--- config.mk ---
export PLATFORM = sky130hd
export DESIGN_NAME = load_store_unit
export DESIGN_NICKNAME = d
export VERILOG_FILES = /design/src/rtl/lsu_pkg.sv /design/src/rtl/lsu_access_check.sv /design/src/rtl/load_store_unit.sv
export SDC_FILE = /design/constraint.sdc
export NUM_CORES = 1
export LEC_CHECK = 0
export ABC_AREA = 1
export CAP_MARGIN = 20
export CORE_UTILIZATION = 46
export CTS_BUF_LIST = sky130_fd_sc_hd__clkbuf_4
export DETAILED_ROUTE_END_ITERATION = 12
export GPL_TIMING_DRIVEN = 0
export HOLD_SLACK_MARGIN = 0.03
export PLACE_DENSITY = 0.92
export SYNTH_ARGS = -nofsm -noshare
export SYNTH_HDL_FRONTEND = slang
export SYNTH_SLANG_ARGS = --single-unit
--- constraint.sdc ---
create_clock -name clk -period 2.1 [get_ports clk]
set_clock_uncertainty 0.05 [all_clocks]
set_input_delay 0.42 -clock clk [delete_from_list [all_inputs] [get_ports clk]]
set_output_delay 0.42 -clock clk [all_outputs]
set_load 0.05 [all_outputs]
--- src/rtl/lsu_pkg.sv ---
// Shared types and constants for the load/store unit: access-size encoding,
// FSM states and the position of the unsigned-load flag inside wr_strb.
package lsu_pkg;

   typedef enum logic [1:0] {
      SZ_BYTE = 2'd0,
      SZ_HALF = 2'd1,
      SZ_WORD = 2'd2
   } lsuSize_t;

   typedef enum logic [1:0] {
      IDLE   = 2'd0,
      ACCESS = 2'd1,
      RESP   = 2'd2
   } lsuState_t;

   localparam int UNSIGNED_BIT = 2;

   // Builds the DataMem strobe: size in the low bits, unsigned-load flag on top.
   function automatic logic [2:0] makeStrobe(input logic unsignedLoad, input logic [1:0] size);
      logic [2:0] strobe;
      strobe = {1'b0, size};
      strobe[UNSIGNED_BIT] = unsignedLoad;
      return strobe;
   endfunction

endpackage

--- src/rtl/lsu_access_check.sv ---
// Combinational legality check for an incoming load/store request.
// Size 3 is always illegal. Alignment is only enforced when the
// LSU_MISALIGN_TRAP_EN macro is defined; otherwise misaligned accesses
// are passed to DataMem as-is.
module lsu_access_check
   import lsu_pkg::*;
(
   input  logic [1:0] size_i,
   input  logic [1:0] addrLow_i,
   output logic       legal_o
);

`ifdef LSU_MISALIGN_TRAP_EN
   localparam bit TrapEn = 1'b1;
`else
   localparam bit TrapEn = 1'b0;
`endif

   logic sizeOk;
   logic misaligned;

   // Decide legality from the size code and the low address bits; a halfword
   // needs addr[0]=0 and a word needs addr[1:0]=0.
   always_comb begin
      sizeOk     = (size_i != 2'd3);
      misaligned = 1'b0;
      if (size_i == SZ_HALF) begin
         misaligned = addrLow_i[0];
      end else if (size_i == SZ_WORD) begin
         misaligned = |addrLow_i;
      end
      legal_o = sizeOk && !(TrapEn && misaligned);
   end

endmodule

--- src/rtl/load_store_unit.sv ---
// Memory-stage load/store unit. Accepts one request at a time, drives the
// DataMem port set for a single ACCESS cycle and returns the result on a
// valid/ready response channel. Optional feature macro: LSU_MISALIGN_TRAP_EN
// (rejects misaligned halfword/word accesses, handled in lsu_access_check).
module load_store_unit
   import lsu_pkg::*;
#(
   parameter int ADDR_W = 32,
   parameter int DATA_W = 32
)(
   input  logic              clk,
   input  logic              rst,
   input  logic              req_valid,
   output logic              req_ready,
   input  logic              req_we,
   input  logic [ADDR_W-1:0] req_addr,
   input  logic [DATA_W-1:0] req_wdata,
   input  logic [1:0]        req_size,
   input  logic              req_unsigned,
   output logic              rsp_valid,
   input  logic              rsp_ready,
   output logic [DATA_W-1:0] rsp_rdata,
   output logic              rsp_err,
   output logic [ADDR_W-1:0] rd_addr0,
   output logic [ADDR_W-1:0] wr_addr0,
   output logic [DATA_W-1:0] wr_din0,
   output logic              we0,
   output logic [2:0]        wr_strb,
   input  logic [DATA_W-1:0] rd_dout0
);

   lsuState_t         state_q, state_d;
   logic [ADDR_W-1:0] rdAddr_q, rdAddr_d;
   logic [ADDR_W-1:0] wrAddr_q, wrAddr_d;
   logic [DATA_W-1:0] wrDin_q, wrDin_d;
   logic [DATA_W-1:0] rspRdata_q, rspRdata_d;
   logic [2:0]        wrStrb_q, wrStrb_d;
   logic              we_q, we_d;
   logic              rspErr_q, rspErr_d;
   logic              isStore_q, isStore_d;
   logic              reqLegal;

   lsu_access_check uCheck (
      .size_i    (req_size),
      .addrLow_i (req_addr[1:0]),
      .legal_o   (reqLegal)
   );

   // Next-state logic: a legal request loads the memory-port registers so they
   // are live during ACCESS; the ports are cleared again when ACCESS ends.
   always_comb begin
      state_d    = state_q;
      rdAddr_d   = rdAddr_q;
      wrAddr_d   = wrAddr_q;
      wrDin_d    = wrDin_q;
      rspRdata_d = rspRdata_q;
      wrStrb_d   = wrStrb_q;
      we_d       = 1'b0;
      rspErr_d   = rspErr_q;
      isStore_d  = isStore_q;
      case (state_q)
         IDLE: begin
            if (req_valid) begin
               if (reqLegal) begin
                  state_d   = ACCESS;
                  isStore_d = req_we;
                  rspErr_d  = 1'b0;
                  if (req_we) begin
                     wrAddr_d = req_addr;
                     wrDin_d  = req_wdata;
                     wrStrb_d = makeStrobe(1'b0, req_size);
                     we_d     = 1'b1;
                  end else begin
                     rdAddr_d = req_addr;
                     wrStrb_d = makeStrobe(req_unsigned, req_size);
                  end
               end else begin
                  state_d    = RESP;
                  rspErr_d   = 1'b1;
                  rspRdata_d = '0;
               end
            end
         end
         ACCESS: begin
            state_d    = RESP;
            rspErr_d   = 1'b0;
            rspRdata_d = isStore_q ? '0 : rd_dout0;
            rdAddr_d   = '0;
            wrAddr_d   = '0;
            wrDin_d    = '0;
            wrStrb_d   = '0;
         end
         RESP: begin
            if (rsp_ready) begin
               state_d    = IDLE;
               rspErr_d   = 1'b0;
               rspRdata_d = '0;
            end
         end
         default: begin
            state_d = IDLE;
         end
      endcase
   end

   // State and output registers with synchronous active-low reset.
   always_ff @(posedge clk) begin
      if (!rst) begin
         state_q    <= IDLE;
         rdAddr_q   <= '0;
         wrAddr_q   <= '0;
         wrDin_q    <= '0;
         rspRdata_q <= '0;
         wrStrb_q   <= '0;
         we_q       <= 1'b0;
         rspErr_q   <= 1'b0;
         isStore_q  <= 1'b0;
      end else begin
         state_q    <= state_d;
         rdAddr_q   <= rdAddr_d;
         wrAddr_q   <= wrAddr_d;
         wrDin_q    <= wrDin_d;
         rspRdata_q <= rspRdata_d;
         wrStrb_q   <= wrStrb_d;
         we_q       <= we_d;
         rspErr_q   <= rspErr_d;
         isStore_q  <= isStore_d;
      end
   end

   assign req_ready = (state_q == IDLE);
   assign rsp_valid = (state_q == RESP);
   assign rsp_rdata = rspRdata_q;
   assign rsp_err   = rspErr_q;
   assign rd_addr0  = rdAddr_q;
   assign wr_addr0  = wrAddr_q;
   assign wr_din0   = wrDin_q;
   assign we0       = we_q;
   assign wr_strb   = wrStrb_q;

endmodule
==> reports/metrics.cfg, run 1 <==
[status]
status = complete, no violations

[critical_path]
cp.required_ps = 1630
startpoint = state_q[1]
r2r-end = wr_din0[15]
crit_type = reg2out
reg2reg_depth = 8
worst_setup_path_end_kind = output pin
critPathMaxFanout = 4
cp.arrival_ps = 1530
cp-endpoint = req_ready
cp-start-kind = register
rr_startpoint = state_q[1]
reg2reg_slack_ps = 200

[cells_and_area]
areaGrowthSynthToFinish_pct = 43.92
drive_gt1_share_pct = 6.576
final_area_um2 = 8930
antenna_cells = 0
fill_cells = 1163
final_nets = 1344
final_cells = 1423

[die]
core-area_um2 = 13190
pin_count = 239
start_util_pct = 47.04
rows = 42
die_y_um = 118.1
die_x_um = 118.1
die-area_um2 = 13960

[sta]
setup_viol = 0
tightestPinTransition_ps = 616.6
fin_tns_setup_ps = 0
hold_viol_final = 0
hold_ws_ps = 387.8
slew_violations = 0
fin_crit_sh_pct = 95.47
rsz0062_at_grt = true
slew_headroom_pct = 58.89
fmax_mhz = 498.8
min_period_ps = 2005

[clocking]
hold_buffers = 0
ctsHtreeMaxLevel = 4
root_buffer = clkbuf_4
cts_buffer_depth = 2
cts.clk_slew.worst_paths_ps = 120
cts_setup_buffers = 0
insertion_delay_ps = 550
cts_tree = yes
clock-sinks = 136
ctsResizeCount = 141
cts_buffers = 17

[placed_design]
gp_congestion = 0.8655
placement.cell_area_um2 = 8797
dpl.hpwl_mm = 14.07
dpl.cell_count = 1391
port_buffers = 237

[worst_hold_path]
hold_class = in2reg

[power_and_ir_drop]
p_total_mw = 11.41
p_sw_mw = 5.687
power_frac_seq_pct = 31.1
combPwrFrac_pct = 53.1
p_leak_nw = 4.960
clkPwrFrac_pct = 15.9
peakVddDrop_uv = 718.7
internal_power_mw = 5.727
swShare_pct = 49.82
powerDensity_nw_per_um2 = 1278

[global_route]
grt_max_degree = 17
grt.total_usage_pct = 27.34
grt_pass1_vias = 6366
grt_first_pass_wirelength_mm = 30.25
antenna_found_initial = 0
grt-ovfl-total = 0

[drt]
wl_mm = 18.76
vias = 6735
drc_errors = 0
ant_nets = 0
via_per_inst = 4.733
drtIter0Drc = 500
wl_per_cell_um = 13.18
dr.pass1.iters = 6

[logic_synthesis]
netlist_top_cells_area = dfxtp_1 44%, nor2_1 18%, nand2_1 17%
synth_edf_count = 0
yosysMostFrequentCell = nor2_1
ys_seq_area_share_pct = 43.88
synth_common_cells = 303 x nor2_1, 289 x nand2_1, 136 x dfxtp_1, 119 x inv_1, 41 x nand4_1
syn_inst = 978
synth-seq-cells = 136
synthDistinctLibCells = 24
yosysWarnings = 0
synth_nets = 1088
yosysTopAreaCell = dfxtp_1
synth_area_per_cell_um2 = 6.344
synthFlopType = dfxtp_1
synth_top_area_share_pct = 43.88
synth_area_um2 = 6205
synthArstFlopShare_pct = 0

[job]
drv_cap = 0

-- layer usage --
metal  vias to the layer above  part of all wire (%)  global-route usage (%)
met5                         -                     0                       0
met4                         0                   4.2                   14.90
met3                        55                   6.5                   5.743
met2                       269                    48                   46.40
met1                      3001                    41                   32.18
li1                       3410                     -                       -
-- registers in the layout, indices dropped and copies added, names as in the netlist --
name	cells
isStore_q	1
rd_addr0	32
rsp_err	1
rsp_rdata	32
state_q	2
we0	1
wr_addr0	32
wr_din0	32
wr_strb	3
-- cells by family after synthesis --
family,Yosys count,synth area share (%)
AND/OR/NAND/NOR,646,41.56
buffers and inverters,178,12.16
flip-flops,136,43.88
AO/OA/AOI/OAI,12,1.190
adder cells (fa/ha/maj),6,1.210
-- power by group through the flow --
| stage | registers, mW | clock network (mW) | logic (mW) |
|---|---|---|---|
| after floorplan | 5.78 | 0 | 2.22 |
| after global placement | 3.60 | 0 | 6.34 |
| after detailed placement | 3.63 | 0 | 6.45 |
| after CTS | 3.55 | 1.84 | 6.05 |
| after global routing | 3.62 | 1.95 | 6.54 |
| final | 3.55 | 1.81 | 6.06 |
-- per-stage QoR --
stage,utilization (%),setup WS [ps]
finish,67.70,95.15
detailed placement,66.70,-80.11
global placement,66.70,-40.02
CTS,67.62,-99.34
global route,67.70,-16.79
floorplan,-,210.8
-- layout by cell type (no fill, tap or decap), types with 2 or more instances in the layout --
master / netlist / routed
clkinv_2: 0 / 5
clkbuf_4: 0 / 21
ha_1: 6 / 5
buf_1: 9 / 9
bufinv_16: 0 / 3
dlygate4sd2_1: 0 / 133
clkinvlp_4: 0 / 4
inv_2: 2 / 2
buf_6: 5 / 5
o21ai_0: 4 / 4
nand2_2: 3 / 5
nand4_1: 41 / 41
nand3_1: 3 / 3
nand3_2: 2 / 2
nand2_1: 289 / 287
o21bai_1: 5 / 5
clkbuf_1: 14 / 14
buf_4: 5 / 5
clkdlybuf4s50_1: 0 / 102
inv_1: 119 / 119
buf_2: 24 / 23
nor2_1: 303 / 303
dfxtp_1: 136 / 135
a21oi_1: 2 / 2
-- critical path, cell delays in order, from the launching register on --
cell	delay (ps)
dfxtp_1	350
inv_1	130
ha_1	250
clkbuf_4	260
-- worst min-delay path by stage --
| stage | start | to | slack, ps | cells past startpoint |
|---|---|---|---|---|
| after CTS | rst | wr_strb[0] | 350 | 4 |
| after detailed placement | wr_addr0[9] | wr_addr0[9] | 410 | 2 |
| after global placement | wr_addr0[9] | wr_addr0[9] | 400 | 2 |
| after floorplan | isStore_q | isStore_q | 390 | 2 |
| final | rst | wr_strb[0] | 390 | 4 |
| after global routing | rst | isStore_q | 380 | 4 |
-- final cells by class --
cell class	instances	area, µm²	share of cell area (%)
inverter	121	454.2	5.086
tap	176	220.2	2.466
timing repair buffer	237	2198	24.62
clock buffer	18	135.1	1.513
multi-input combinational	664	2735	30.63
buffer	57	305.3	3.419
sequential	136	2724	30.50
clock inverter	14	157.7	1.765
Power figures use the tool's default switching activity.
==> run 2, diff against run 1 <==
Settings changed: RECOVER_POWER from default to 25.
==> run 2 against run 1 <==
  * Count of clock-buffer cells in the layout unchanged
  * Maximum frequency shrank 0.12%
  * Cell area is 0.11% lower
  * Via count is 0.18% lower
  * Final cell count did not move
  * Critical endpoint unchanged
  * Largest cell class unchanged
  * Largest power group unchanged
  * Highest routed layer unchanged
==> reports/metrics.cfg, run 2 (synthesized netlist as in run 1, its figures left out) <==
[placed_design]
dpl.cell_count = 1391  ; unchanged
port_buffers = 237  ; unchanged
dpl.hpwl_mm = 14.07  ; unchanged
dp_slack_ps = -80.11  ; unchanged
gp_congestion = 0.8655  ; unchanged

[sta]
min_period_ps = 2007  ; was 2005 ps
fmax_mhz = 498.2  ; was 498.8 MHz
setup_viol = 0  ; unchanged
slew_headroom_pct = 58.35  ; was 58.89%
hold_viol_final = 0  ; unchanged
tightestPinTransition_ps = 624.8  ; was 616.6 ps
fin_crit_sh_pct = 95.58  ; was 95.47%
fin_tns_setup_ps = 0  ; unchanged
slew_violations = 0  ; unchanged
setup_ws_ps = 92.81  ; was 95.15 ps
rsz0062_at_grt = true  ; unchanged

[clocking]
cts_buffer_depth = 2  ; unchanged
clock-sinks = 136  ; unchanged
insertion_delay_ps = 550  ; about the same
cts_buffers = 17  ; unchanged
root_buffer = clkbuf_4  ; unchanged
cts_tree = yes  ; unchanged
cts.clk_slew.worst_paths_ps = 120  ; about the same
hold_buffers = 0  ; unchanged
ctsHtreeMaxLevel = 4  ; unchanged
cts_setup_buffers = 0  ; unchanged

[worst_hold_path]
hold_class = in2reg  ; unchanged
hold-path-endpoint = wr_strb[0]  ; unchanged
hp-start = rst  ; unchanged
holdPathStages = 4  ; unchanged

[global_route]
grt_pass1_vias = 6366  ; unchanged
grt.total_usage_pct = 27.34  ; unchanged
grt-ovfl-total = 0  ; unchanged
grt_first_pass_wirelength_mm = 30.25  ; unchanged
antenna_found_initial = 0  ; unchanged
grt_max_degree = 17  ; unchanged

[die]
die_x_um = 118.1  ; unchanged
core-area_um2 = 13190  ; unchanged
pin_count = 239  ; unchanged
die-area_um2 = 13960  ; unchanged
start_util_pct = 47.04  ; unchanged
die_y_um = 118.1  ; unchanged
rows = 42  ; unchanged

[critical_path]
rr_startpoint = state_q[1]  ; unchanged
cp-start-kind = register  ; unchanged
cp.required_ps = 1630  ; about the same
worst_setup_path_end_kind = output pin  ; unchanged
critPathMaxFanout = 4  ; unchanged
r2r-end = rd_addr0[18]  ; was wr_din0[15]
reg2reg_depth = 9  ; was 8
crit_type = reg2out  ; unchanged
reg2reg_slack_ps = 160  ; was 200 ps
cp.arrival_ps = 1540  ; was 1530 ps

[cells_and_area]
fill_cells = 1167  ; was 1,163
antenna_cells = 0  ; unchanged
final_nets = 1344  ; unchanged
layout_commonest_cell = nor2_1  ; unchanged
final_cells = 1423  ; unchanged
areaGrowthSynthToFinish_pct = 43.76  ; was 43.92%
drive_gt1_share_pct = 6.255  ; was 6.576%
layout_common_cells = 303 x nor2_1, 289 x nand2_1, 135 x dfxtp_1  ; was 303 x nor2_1, 287 x nand2_1, 135 x dfxtp_1

[power_and_ir_drop]
p_leak_nw = 4.961  ; was 4.960 nW
peakVddDrop_uv = 718.5  ; was 718.7 µV
powerDensity_nw_per_um2 = 1279  ; was 1278 nW/µm²

[status]
status = complete, no violations  ; unchanged

[drt]
drc_errors = 0  ; unchanged
wl_per_cell_um = 13.21  ; was 13.18 µm
wl_mm = 18.79  ; was 18.76 mm
vias = 6723  ; was 6,735
dr.pass1.iters = 7  ; was 6
ant_nets = 0  ; unchanged
via_per_inst = 4.725  ; was 4.733
drtIter0Drc = 493  ; was 500

[job]
drv_cap = 0  ; unchanged

[run 2: cell count changes in the layout (fill, tap and decap cells not counted), sizes merged]
cell,previous run,this run
buf,42,37
clkbuf,35,40
[run 2: cell type report]
type / instances / area, µm² / share of cell area, %
Multi-Input combinational cell: 664 / 2730 / 30.61
Tap cell: 176 / 220.2 / 2.469
Clock inverter: 14 / 157.7 / 1.767
Inverter: 121 / 454.2 / 5.092
Timing Repair Buffer: 237 / 2198 / 24.65
Buffer: 57 / 300.3 / 3.367
Sequential cell: 136 / 2724 / 30.54
Clock buffer: 18 / 135.1 / 1.515
[run 2: worst max-delay path by stage]
stage	from	to	slack (ps)	depth (start not counted)
after global routing	state_q[1]	req_ready	-20	3
after detailed placement	req_we	wr_addr0[22]	-80	8
after global placement	req_we	wr_din0[8]	-40	8
after CTS	state_q[0]	req_ready	-100	3
after floorplan	state_q[0]	wr_addr0[0]	210	8
final	state_q[1]	req_ready	90	3
[run 2: routing by layer]
layer / share of wire, % / track usage (%) / up-vias
li1: - / - / 3412
met1: 41 / 32.18 / 2987
met2: 48 / 46.40 / 271
met3: 6.5 / 5.743 / 53
met4: 4.0 / 14.90 / 0
met5: 0 / 0 / -
[run 2: metrics by stage]
stage	utilization [%]	area, µm²	hold slack, ps	total power, mW
finish	67.62	8920	383.6	11.41
global route	67.62	8920	377.3	12.09
CTS	67.62	8920	352.8	11.43
detailed placement	66.70	8797	406.3	10.07
global placement	66.70	8797	398.6	9.939
floorplan	-	6205	387.5	8.007
[run 2: where the power goes]
part | switching [mW] | internal [mW] | total (mW)
Sequential | 0.317 | 3.23 | 3.55
Clock | 0.989 | 0.822 | 1.81
Combinational | 4.38 | 1.67 | 6.05
Total | 5.69 | 5.72 | 11.4
[run 2: critical path, cell delays in order (launching register included)]
cell and delay [ps]:
dfxtp_1 350, inv_1 130, ha_1 250, clkbuf_4 260
[run 2: repair_timing]
action	CTS	global route
resized for setup	141	9
hold endpoints to repair	0	0
setup endpoints to repair	135	36
cloned	0	0
==> run 3, diff against run 2 <==
Settings changed: TNS_END_PERCENT from default to 20.
==> run 3 against run 2 <==
  * Die area stayed put
  * Critical path depth stayed put
  * Count of clock-buffer cells in the layout stayed put
  * Register-to-register slack hardly changed
  * Clock power hardly changed
  * Combinational power hardly changed
==> reports/metrics.cfg, run 3 (synthesized netlist as in run 1, its figures left out) <==
[global_route]
grt_first_pass_wirelength_mm = 30.25  ; unchanged
antenna_found_initial = 0  ; unchanged
grt.total_usage_pct = 27.34  ; unchanged
grt_max_degree = 17  ; unchanged
grt_pass1_vias = 6366  ; unchanged
grt-ovfl-total = 0  ; unchanged

[cells_and_area]
final_nets = 1344  ; unchanged
antenna_cells = 0  ; unchanged
layout_commonest_cell = nor2_1  ; unchanged
fin_util_pct = 67.59  ; was 67.62%
layout_common_cells = 303 x nor2_1, 289 x nand2_1, 135 x dfxtp_1  ; unchanged
drive_gt1_share_pct = 6.255  ; unchanged
areaGrowthSynthToFinish_pct = 43.68  ; was 43.76%

[placed_design]
port_buffers = 237  ; unchanged
gp_congestion = 0.8655  ; unchanged
dpl.hpwl_mm = 14.07  ; unchanged

[sta]
setup_viol = 0  ; unchanged
fmax_mhz = 498.1  ; was 498.2 MHz
fin_crit_sh_pct = 95.60  ; was 95.58%
fin_tns_setup_ps = 0  ; unchanged
min_period_ps = 2008  ; was 2007 ps
hold_viol_final = 0  ; unchanged
tightestPinTransition_ps = 618.9  ; was 624.8 ps
slew_violations = 0  ; unchanged
slew_headroom_pct = 58.74  ; was 58.35%
rsz0062_at_grt = true  ; unchanged

[critical_path]
path_cells = inv_1 -> ha_1 -> clkbuf_4  ; unchanged
cp-start-kind = register  ; unchanged
r2r-end = rsp_rdata[13]  ; was rd_addr0[18]
rr_startpoint = state_q[1]  ; unchanged
critPathMaxFanout = 4  ; unchanged
reg2reg_slack_ps = 170  ; was 160 ps
worst_setup_path_end_kind = output pin  ; unchanged
cp.arrival_ps = 1540  ; about the same
crit_type = reg2out  ; unchanged
reg2reg_depth = 11  ; was 9
slowest_stage = dfxtp_1  ; unchanged
worst_path_largest_cell_delay_ps = 350  ; about the same
cp.required_ps = 1630  ; about the same

[clocking]
hold_buffers = 0  ; unchanged
root_buffer = clkbuf_4  ; unchanged
ctsHtreeMaxLevel = 4  ; unchanged
cts_tree = yes  ; unchanged
insertion_delay_ps = 550  ; about the same
cts.clk_slew.worst_paths_ps = 120  ; about the same
cts_buffers = 17  ; unchanged
clock-sinks = 136  ; unchanged
cts_buffer_depth = 2  ; unchanged

[power_and_ir_drop]
peakVddDrop_uv = 722.7  ; was 718.5 µV
p_leak_nw = 4.957  ; was 4.961 nW
p_total_mw = 11.40  ; was 11.41 mW
powerDensity_nw_per_um2 = 1279  ; about the same

[die]
die_y_um = 118.1  ; unchanged
die_x_um = 118.1  ; unchanged
die-area_um2 = 13960  ; unchanged
rows = 42  ; unchanged
start_util_pct = 47.04  ; unchanged
pin_count = 239  ; unchanged
core-area_um2 = 13190  ; unchanged

[drt]
wl_per_cell_um = 13.21  ; about the same
via_per_inst = 4.722  ; was 4.725
ant_nets = 0  ; unchanged
dr.pass1.iters = 6  ; was 7
wl_mm = 18.80  ; was 18.79 mm
drtIter0Drc = 482  ; was 493
vias = 6719  ; was 6,723
drc_errors = 0  ; unchanged

[worst_hold_path]
holdPathStages = 4  ; unchanged
hp-start = rst  ; unchanged
hold_class = in2reg  ; unchanged
hold-path-endpoint = wr_strb[0]  ; unchanged

[status]
status = complete, no violations  ; unchanged

[job]
drv_cap = 0  ; unchanged

-- run 3: cell count changes in the layout (fill, tap and decap cells not counted) --
cell,before,now
clkbuf_4,21,19
buf_2,18,20
-- run 3: cell type report --
type,count,area [µm²]
inverter,121,454.2
timing repair buffer,237,2198
fill,1168,4275
multi-input combinational,664,2730
tap,176,220.2
clock buffer,18,135.1
sequential,136,2724
clock inverter,14,157.7
buffer,57,295.3
-- run 3: what timing repair did --
item	in CTS	in global routing
buffers inserted	0	0
cloned	0	0
gates resized for setup	141	7
setup endpoints to repair	135	36
-- run 3: per-layer routing --
layer | GRT usage, % | up-vias | wire [µm]
met2 | 46.40 | 290 | 9111
met5 | 0 | - | 0
met4 | 14.90 | 0 | 774
met3 | 5.743 | 58 | 1299
li1 | - | 3414 | -
met1 | 32.18 | 2957 | 7618
-- run 3: how the worst max path moves through the flow --
| stage | start | to | slack, ps | depth (start not counted) |
|---|---|---|---|---|
| after global placement | req_we | wr_din0[8] | -40 | 8 |
| final | state_q[1] | req_ready | 90 | 3 |
| after detailed placement | req_we | wr_addr0[22] | -80 | 8 |
| after floorplan | state_q[0] | wr_addr0[0] | 210 | 8 |
| after global routing | state_q[1] | req_ready | -20 | 3 |
| after CTS | state_q[0] | req_ready | -100 | 3 |
-- run 3: critical path: cells and delay by family (launching register included) --
family	cells	cell delay, ps
buffers and inverters	2	390
DFF	1	350
adders and majority gates	1	250
-- run 3: report_power, final --
part | leakage, nW | switching [mW] | internal (mW)
sequential | 1.12 | 0.320 | 3.23
combinational | 3.69 | 4.38 | 1.66
clock | 0.151 | 0.989 | 0.822
-- run 3: per-stage QoR --
stage	worst slack, ps	cell area [µm²]	cells	hold WS [ps]
after detailed placement	-80.11	8797	1391	406.3
final	92.34	8915	1423	383.8
after global placement	-40.02	8797	1391	398.6
after CTS	-99.34	8920	1423	352.8
after floorplan	210.8	6205	978	387.5
after global routing	-16.79	8915	1423	377.2
